<file path="config.mk">
export PLATFORM = sky130hd
export DESIGN_NAME = lsu_bus_ctrl
export DESIGN_NICKNAME = d
export VERILOG_FILES = /design/src/rtl/lsu_bus_ctrl.sv
export SDC_FILE = /design/constraint.sdc
export NUM_CORES = 1
export LEC_CHECK = 0
export ABC_AREA = 1
export CORE_MARGIN = 4
export CORE_UTILIZATION = 44
export DETAILED_ROUTE_END_ITERATION = 6
export PLACE_DENSITY = 0.83
export SYNTH_ARGS = -nofsm -noshare
export SYNTH_HDL_FRONTEND = slang
export SYNTH_SLANG_ARGS = --single-unit
</file>
<file path="constraint.sdc">
create_clock -name clk -period 2.5 [get_ports clk]
set_input_delay 0.5 -clock clk [delete_from_list [all_inputs] [get_ports clk]]
set_output_delay 0.5 -clock clk [all_outputs]
set_load 0.02 [all_outputs]
</file>
<file path="src/rtl/lsu_bus_ctrl.sv">
// Multi-cycle load/store unit driving a req/ack memory bus with byte enables.
// Decodes size/sign from funct3, faults on misalignment, illegal size, bus error or timeout.
module lsu_bus_ctrl #(
    parameter int unsigned TIMEOUT = 16
) (
    input  logic        clk,
    input  logic        rst,
    input  logic        start,
    input  logic        MemRead,
    input  logic        MemWr,
    input  logic [2:0]  funct3,
    input  logic [31:0] addr,
    input  logic [31:0] write_data,
    output logic        stall,
    output logic        done,
    output logic [31:0] load_data,
    output logic        fault,
    output logic [1:0]  fault_cause,
    output logic        mem_req,
    output logic        mem_we,
    output logic [31:0] mem_addr,
    output logic [31:0] mem_wdata,
    output logic [3:0]  mem_be,
    input  logic        mem_ack,
    input  logic [31:0] mem_rdata,
    input  logic        mem_err
);

    localparam logic [1:0] IDLE = 2'd0;
    localparam logic [1:0] REQ  = 2'd1;
    localparam logic [1:0] DONE = 2'd2;
    localparam logic [7:0] TimeoutCnt = TIMEOUT[7:0];

    logic [1:0]  state_q, state_d;
    logic [7:0]  cnt_q, cnt_d;
    logic [2:0]  f3_q, f3_d;
    logic [1:0]  off_q, off_d;
    logic        req_q, req_d, we_q, we_d, done_q, done_d, fault_q, fault_d;
    logic [1:0]  cause_q, cause_d;
    logic [31:0] addr_q, addr_d, wdata_q, wdata_d, ld_q, ld_d;
    logic [3:0]  be_q, be_d;

    logic        accept, illegal, misal;
    logic [3:0]  be_c;
    logic [31:0] wdata_c, ext_c;
    logic [7:0]  byte_c;
    logic [15:0] half_c;

    assign accept = start & (MemRead | MemWr);
    assign stall  = ~rst & (((state_q == IDLE) & accept) | (state_q == REQ));

    // Stores only define sizes 000..010; loads additionally allow the unsigned 100/101.
    assign illegal = MemWr ? (funct3 > 3'b010) : ((funct3[1:0] == 2'b11) | (funct3 == 3'b110));
    assign misal   = ((funct3[1:0] == 2'b01) & addr[0]) | ((funct3[1:0] == 2'b10) & (addr[1:0] != 2'b00));

    always_comb begin
        be_c    = 4'b1111;
        wdata_c = write_data;
        case (funct3[1:0])
            2'b00: begin
                be_c    = 4'b0001 << addr[1:0];
                wdata_c = {4{write_data[7:0]}};
            end
            2'b01: begin
                be_c    = 4'b0011 << {addr[1], 1'b0};
                wdata_c = {2{write_data[15:0]}};
            end
            default: ;
        endcase
    end

    always_comb begin
        byte_c = mem_rdata[7:0];
        case (off_q)
            2'd1:    byte_c = mem_rdata[15:8];
            2'd2:    byte_c = mem_rdata[23:16];
            2'd3:    byte_c = mem_rdata[31:24];
            default: ;
        endcase
        half_c = off_q[1] ? mem_rdata[31:16] : mem_rdata[15:0];
        case (f3_q)
            3'b000:  ext_c = {{24{byte_c[7]}}, byte_c};
            3'b001:  ext_c = {{16{half_c[15]}}, half_c};
            3'b100:  ext_c = {24'd0, byte_c};
            3'b101:  ext_c = {16'd0, half_c};
            default: ext_c = mem_rdata;
        endcase
    end

    always_comb begin
        state_d = state_q;
        cnt_d   = cnt_q;
        f3_d    = f3_q;
        off_d   = off_q;
        req_d   = req_q;
        we_d    = we_q;
        addr_d  = addr_q;
        wdata_d = wdata_q;
        be_d    = be_q;
        ld_d    = ld_q;
        fault_d = fault_q;
        cause_d = cause_q;
        done_d  = 1'b0;
        case (state_q)
            IDLE: begin
                if (accept) begin
                    we_d    = MemWr;
                    addr_d  = {addr[31:2], 2'b00};
                    be_d    = be_c;
                    wdata_d = wdata_c;
                    f3_d    = funct3;
                    off_d   = addr[1:0];
                    ld_d    = 32'd0;
                    if (illegal | misal) begin
                        state_d = DONE;
                        done_d  = 1'b1;
                        fault_d = 1'b1;
                        cause_d = illegal ? 2'b01 : 2'b00;
                    end else begin
                        state_d = REQ;
                        req_d   = 1'b1;
                        cnt_d   = 8'd1;
                    end
                end
            end
            REQ: begin
                if (mem_err) begin
                    state_d = DONE;
                    done_d  = 1'b1;
                    req_d   = 1'b0;
                    fault_d = 1'b1;
                    cause_d = 2'b10;
                end else if (mem_ack) begin
                    state_d = DONE;
                    done_d  = 1'b1;
                    req_d   = 1'b0;
                    fault_d = 1'b0;
                    if (!we_q) ld_d = ext_c;
                end else if (cnt_q == TimeoutCnt) begin
                    state_d = DONE;
                    done_d  = 1'b1;
                    req_d   = 1'b0;
                    fault_d = 1'b1;
                    cause_d = 2'b11;
                end else begin
                    cnt_d = cnt_q + 8'd1;
                end
            end
            DONE: begin
                state_d = IDLE;
                fault_d = 1'b0;
                cause_d = 2'b00;
            end
            default: state_d = IDLE;
        endcase
    end

    always_ff @(posedge clk) begin
        if (rst) begin
            state_q <= IDLE;
            cnt_q   <= 8'd0;
            f3_q    <= 3'd0;
            off_q   <= 2'd0;
            req_q   <= 1'b0;
            we_q    <= 1'b0;
            addr_q  <= 32'd0;
            wdata_q <= 32'd0;
            be_q    <= 4'd0;
            ld_q    <= 32'd0;
            fault_q <= 1'b0;
            cause_q <= 2'd0;
            done_q  <= 1'b0;
        end else begin
            state_q <= state_d;
            cnt_q   <= cnt_d;
            f3_q    <= f3_d;
            off_q   <= off_d;
            req_q   <= req_d;
            we_q    <= we_d;
            addr_q  <= addr_d;
            wdata_q <= wdata_d;
            be_q    <= be_d;
            ld_q    <= ld_d;
            fault_q <= fault_d;
            cause_q <= cause_d;
            done_q  <= done_d;
        end
    end

    assign done        = done_q;
    assign load_data   = ld_q;
    assign fault       = fault_q;
    assign fault_cause = cause_q;
    assign mem_req     = req_q;
    assign mem_we      = we_q;
    assign mem_addr    = addr_q;
    assign mem_wdata   = wdata_q;
    assign mem_be      = be_q;

endmodule

</file>
==> results.ini <==
[timing]
skew_ns = 0.0115
fmax_mhz = 459
tightestPinTransition_ns = 0.835
rsz0062_at_grt = no
finalSetupTns_ns = 0
slew_headroom = 0.443
drv_slew = 0
fin_crit_sh = 0.871
setup_violations = 0
setup_ws_ns = 0.322
post-route-min-period_ns = 2.18
hold_violations = 0

[placed_design]
port-buffer-count = 210
gp_congestion = 0.849
dpl_worst_slack_ns = 0.0150
dpl_cell_area_um2 = 7810
dp_hpwl_um = 12900

[critical_path]
r2r_cells = 11
critPathCaptureType = output pin
startpoint = state_q[0]$_SDFFE_PP0P_
worst-setup-path-type = flip-flop to output pin
rrSetupSlack_ns = 0.38
r2r_start = state_q[1]$_SDFFE_PP0P_
required_ns = 2.00
cpPeakStageDelay_ns = 0.38
arrival_ns = 1.68
path_max_fanout = 4
r2r_end = load_data[7]$_SDFFE_PP0P_
slowest_stage = dfxtp_1
start_kind = flip-flop
setup.worst_path.end = stall
cp_cell_sequence = inv_1 > ha_1 > o211ai_1 > a21oi_1 > dlygate4sd2_1

[synthesis]
syn_area_per_cell_um2 = 6.65
synth_cell_types = 27
ys_warn_count = 0
postSynthCellCount = 835
synth_seq_cells = 119
synth.largest_area_cell = dfxtp_1
yosysSeqAreaShare = 0.429
ys_top_cells_by_area = dfxtp_1, nand2_1, a21oi_1
synth_top_area_frac = 0.429
netlist_area_um2 = 5550

[drt]
dr.pass1.iters = 7
wl_per_cell_um = 15.0
routed-via-count = 6182
wl_um = 18300
ant_nets = 0
avgViaCountPerCell = 5.08
drt_iter0_drc = 510
drc = 0

[die]
rows = 40
dieArea_um2 = 14500
die_y_um = 120
io_pins = 213
fp.coreArea_um2 = 12200
initial_core_util = 0.457
dieWidth_um = 120

[layout]
n_antenna_cell = 0
multi_input_area_um2 = 2700
fin_nets = 1150
regArea_um2 = 2380
layout-drive-gt1-share = 0.0562
fin_util = 0.694
layout_commonest_cell = nand2_1
fillers = 1015
mostFrequentLayoutCells = nand2_1, clkdlybuf4s50_1, a21oi_1
stdcell_area_um2 = 8440
area_growth_pct = 52.0

[clock_network]
clock-root-buffer = clkbuf_16
clkLatencyLatePin_ns = 0.42
cts_tree = built
cts_buffer_depth = 2
htreeDepth = 4
cts_buffers = 17
clk_pin_slew_ns = 0.05
cts.sinks = 119

[power_and_ir_drop]
p_leak_nw = 3.41
irDropWorstVdd_uv = 496
power.density_nw_per_um2 = 994
p_total_mw = 8.39

[hold_path]
hold_class = flip-flop to flip-flop
hold_start = mem_req$_SDFFE_PP0P_

[grt]
antenna_found_initial = 0
grt_pass1_wl_um = 29400
grt_max_degree = 72
grt_overflow = 0
grt_usage = 0.254
grt_pass1_vias = 6036

[run_status]
status = finished clean

[run]
maxCapViolCount = 0

[worst max-delay path: cells and delay by family (launching register included)]
family                     cells  cell delay (ns)
AOI/OAI and AO/OA              2             0.23
adders and majority gates      1             0.23
DFF                            1             0.38
buffers and inverters          2             0.42
[flip-flops by register name (all words and copies together) (netlist names)]
name         cells
state_q          2
mem_we           1
mem_addr        30
mem_wdata       32
mem_req          1
load_data       32
f3_q             3
cnt_q            8
done             1
fault            1
fault_cause      2
off_q            2
mem_be           4
[layer usage]
layer / wire length, um / GRT usage / vias up
li1: - / - / 3117
met1: 7180 / 0.290 / 2748
met2: 8470 / 0.410 / 274
met3: 2040 / 0.114 / 43
met4: 598 / 0.115 / 0
met5: 0 / 0 / -
[per-stage QoR]
stage,instances,hold WS (ns)
detailed placement,1186,0.454
global route,1218,0.477
global placement,1186,0.436
floorplan,836,0.458
CTS,1218,0.463
finish,1218,0.462
[where the power goes]
| group | switching [mW] | internal, mW |
|---|---|---|
| Combinational | 1.87 | 1.33 |
| Clock | 0.852 | 1.77 |
| Sequential | 0.243 | 2.32 |
[cells in the mapped netlist, drive strengths merged]
library cell and number:
nand3 25, and2 4, a21oi 123, conb 1, o211ai 2, nor3b 1, nand4 3, clkinv 2
o21ai 86, clkbuf 30, inv 69, o22ai 10, dfxtp 119, nor2 113, a31oi 10, a211oi 2
buf 18, nand2 210, ha 7
[worst min-delay path by stage]
stage | endpoint | slack (ns) | depth (start not counted)
after CTS | mem_addr[12]$_SDFFE_PP0P_ | 0.46 | 2
after global routing | mem_req$_SDFFE_PP0P_ | 0.48 | 2
after detailed placement | mem_addr[28]$_SDFFE_PP0P_ | 0.45 | 2
after global placement | mem_req$_SDFFE_PP0P_ | 0.44 | 2
final | mem_req$_SDFFE_PP0P_ | 0.46 | 2
after floorplan | off_q[0]$_SDFFE_PP0P_ | 0.46 | 2
[logic make-up (layout without fill, tap and decap cells)]
family,count (synthesis),in the layout,share of synthesized area
AND/OR/NAND/NOR,356,356,0.252
AO/OA/AOI/OAI,233,233,0.218
flip-flops,119,119,0.429
buffers and inverters,119,333,0.0852
adder cells (fa/ha/maj),7,7,0.0158
other,1,2,0.000675
[repair_timing]
action | CTS | global route
buffers inserted | 0 | 0
hold buffers | 0 | 0
gates resized for setup | 1 | 0
endpoints found under the setup margin | 1 | 0
[area by class of cell]
class	instances	share of cell area
clock buffers	24	0.0582
clock inverters	8	0.0169
inverters	71	0.0316
multi-input cells	598	0.320
flip-flops and latches	119	0.282
well taps	168	0.0249
repair buffers	230	0.266
Note: power is estimated with default switching activity, not from simulation.
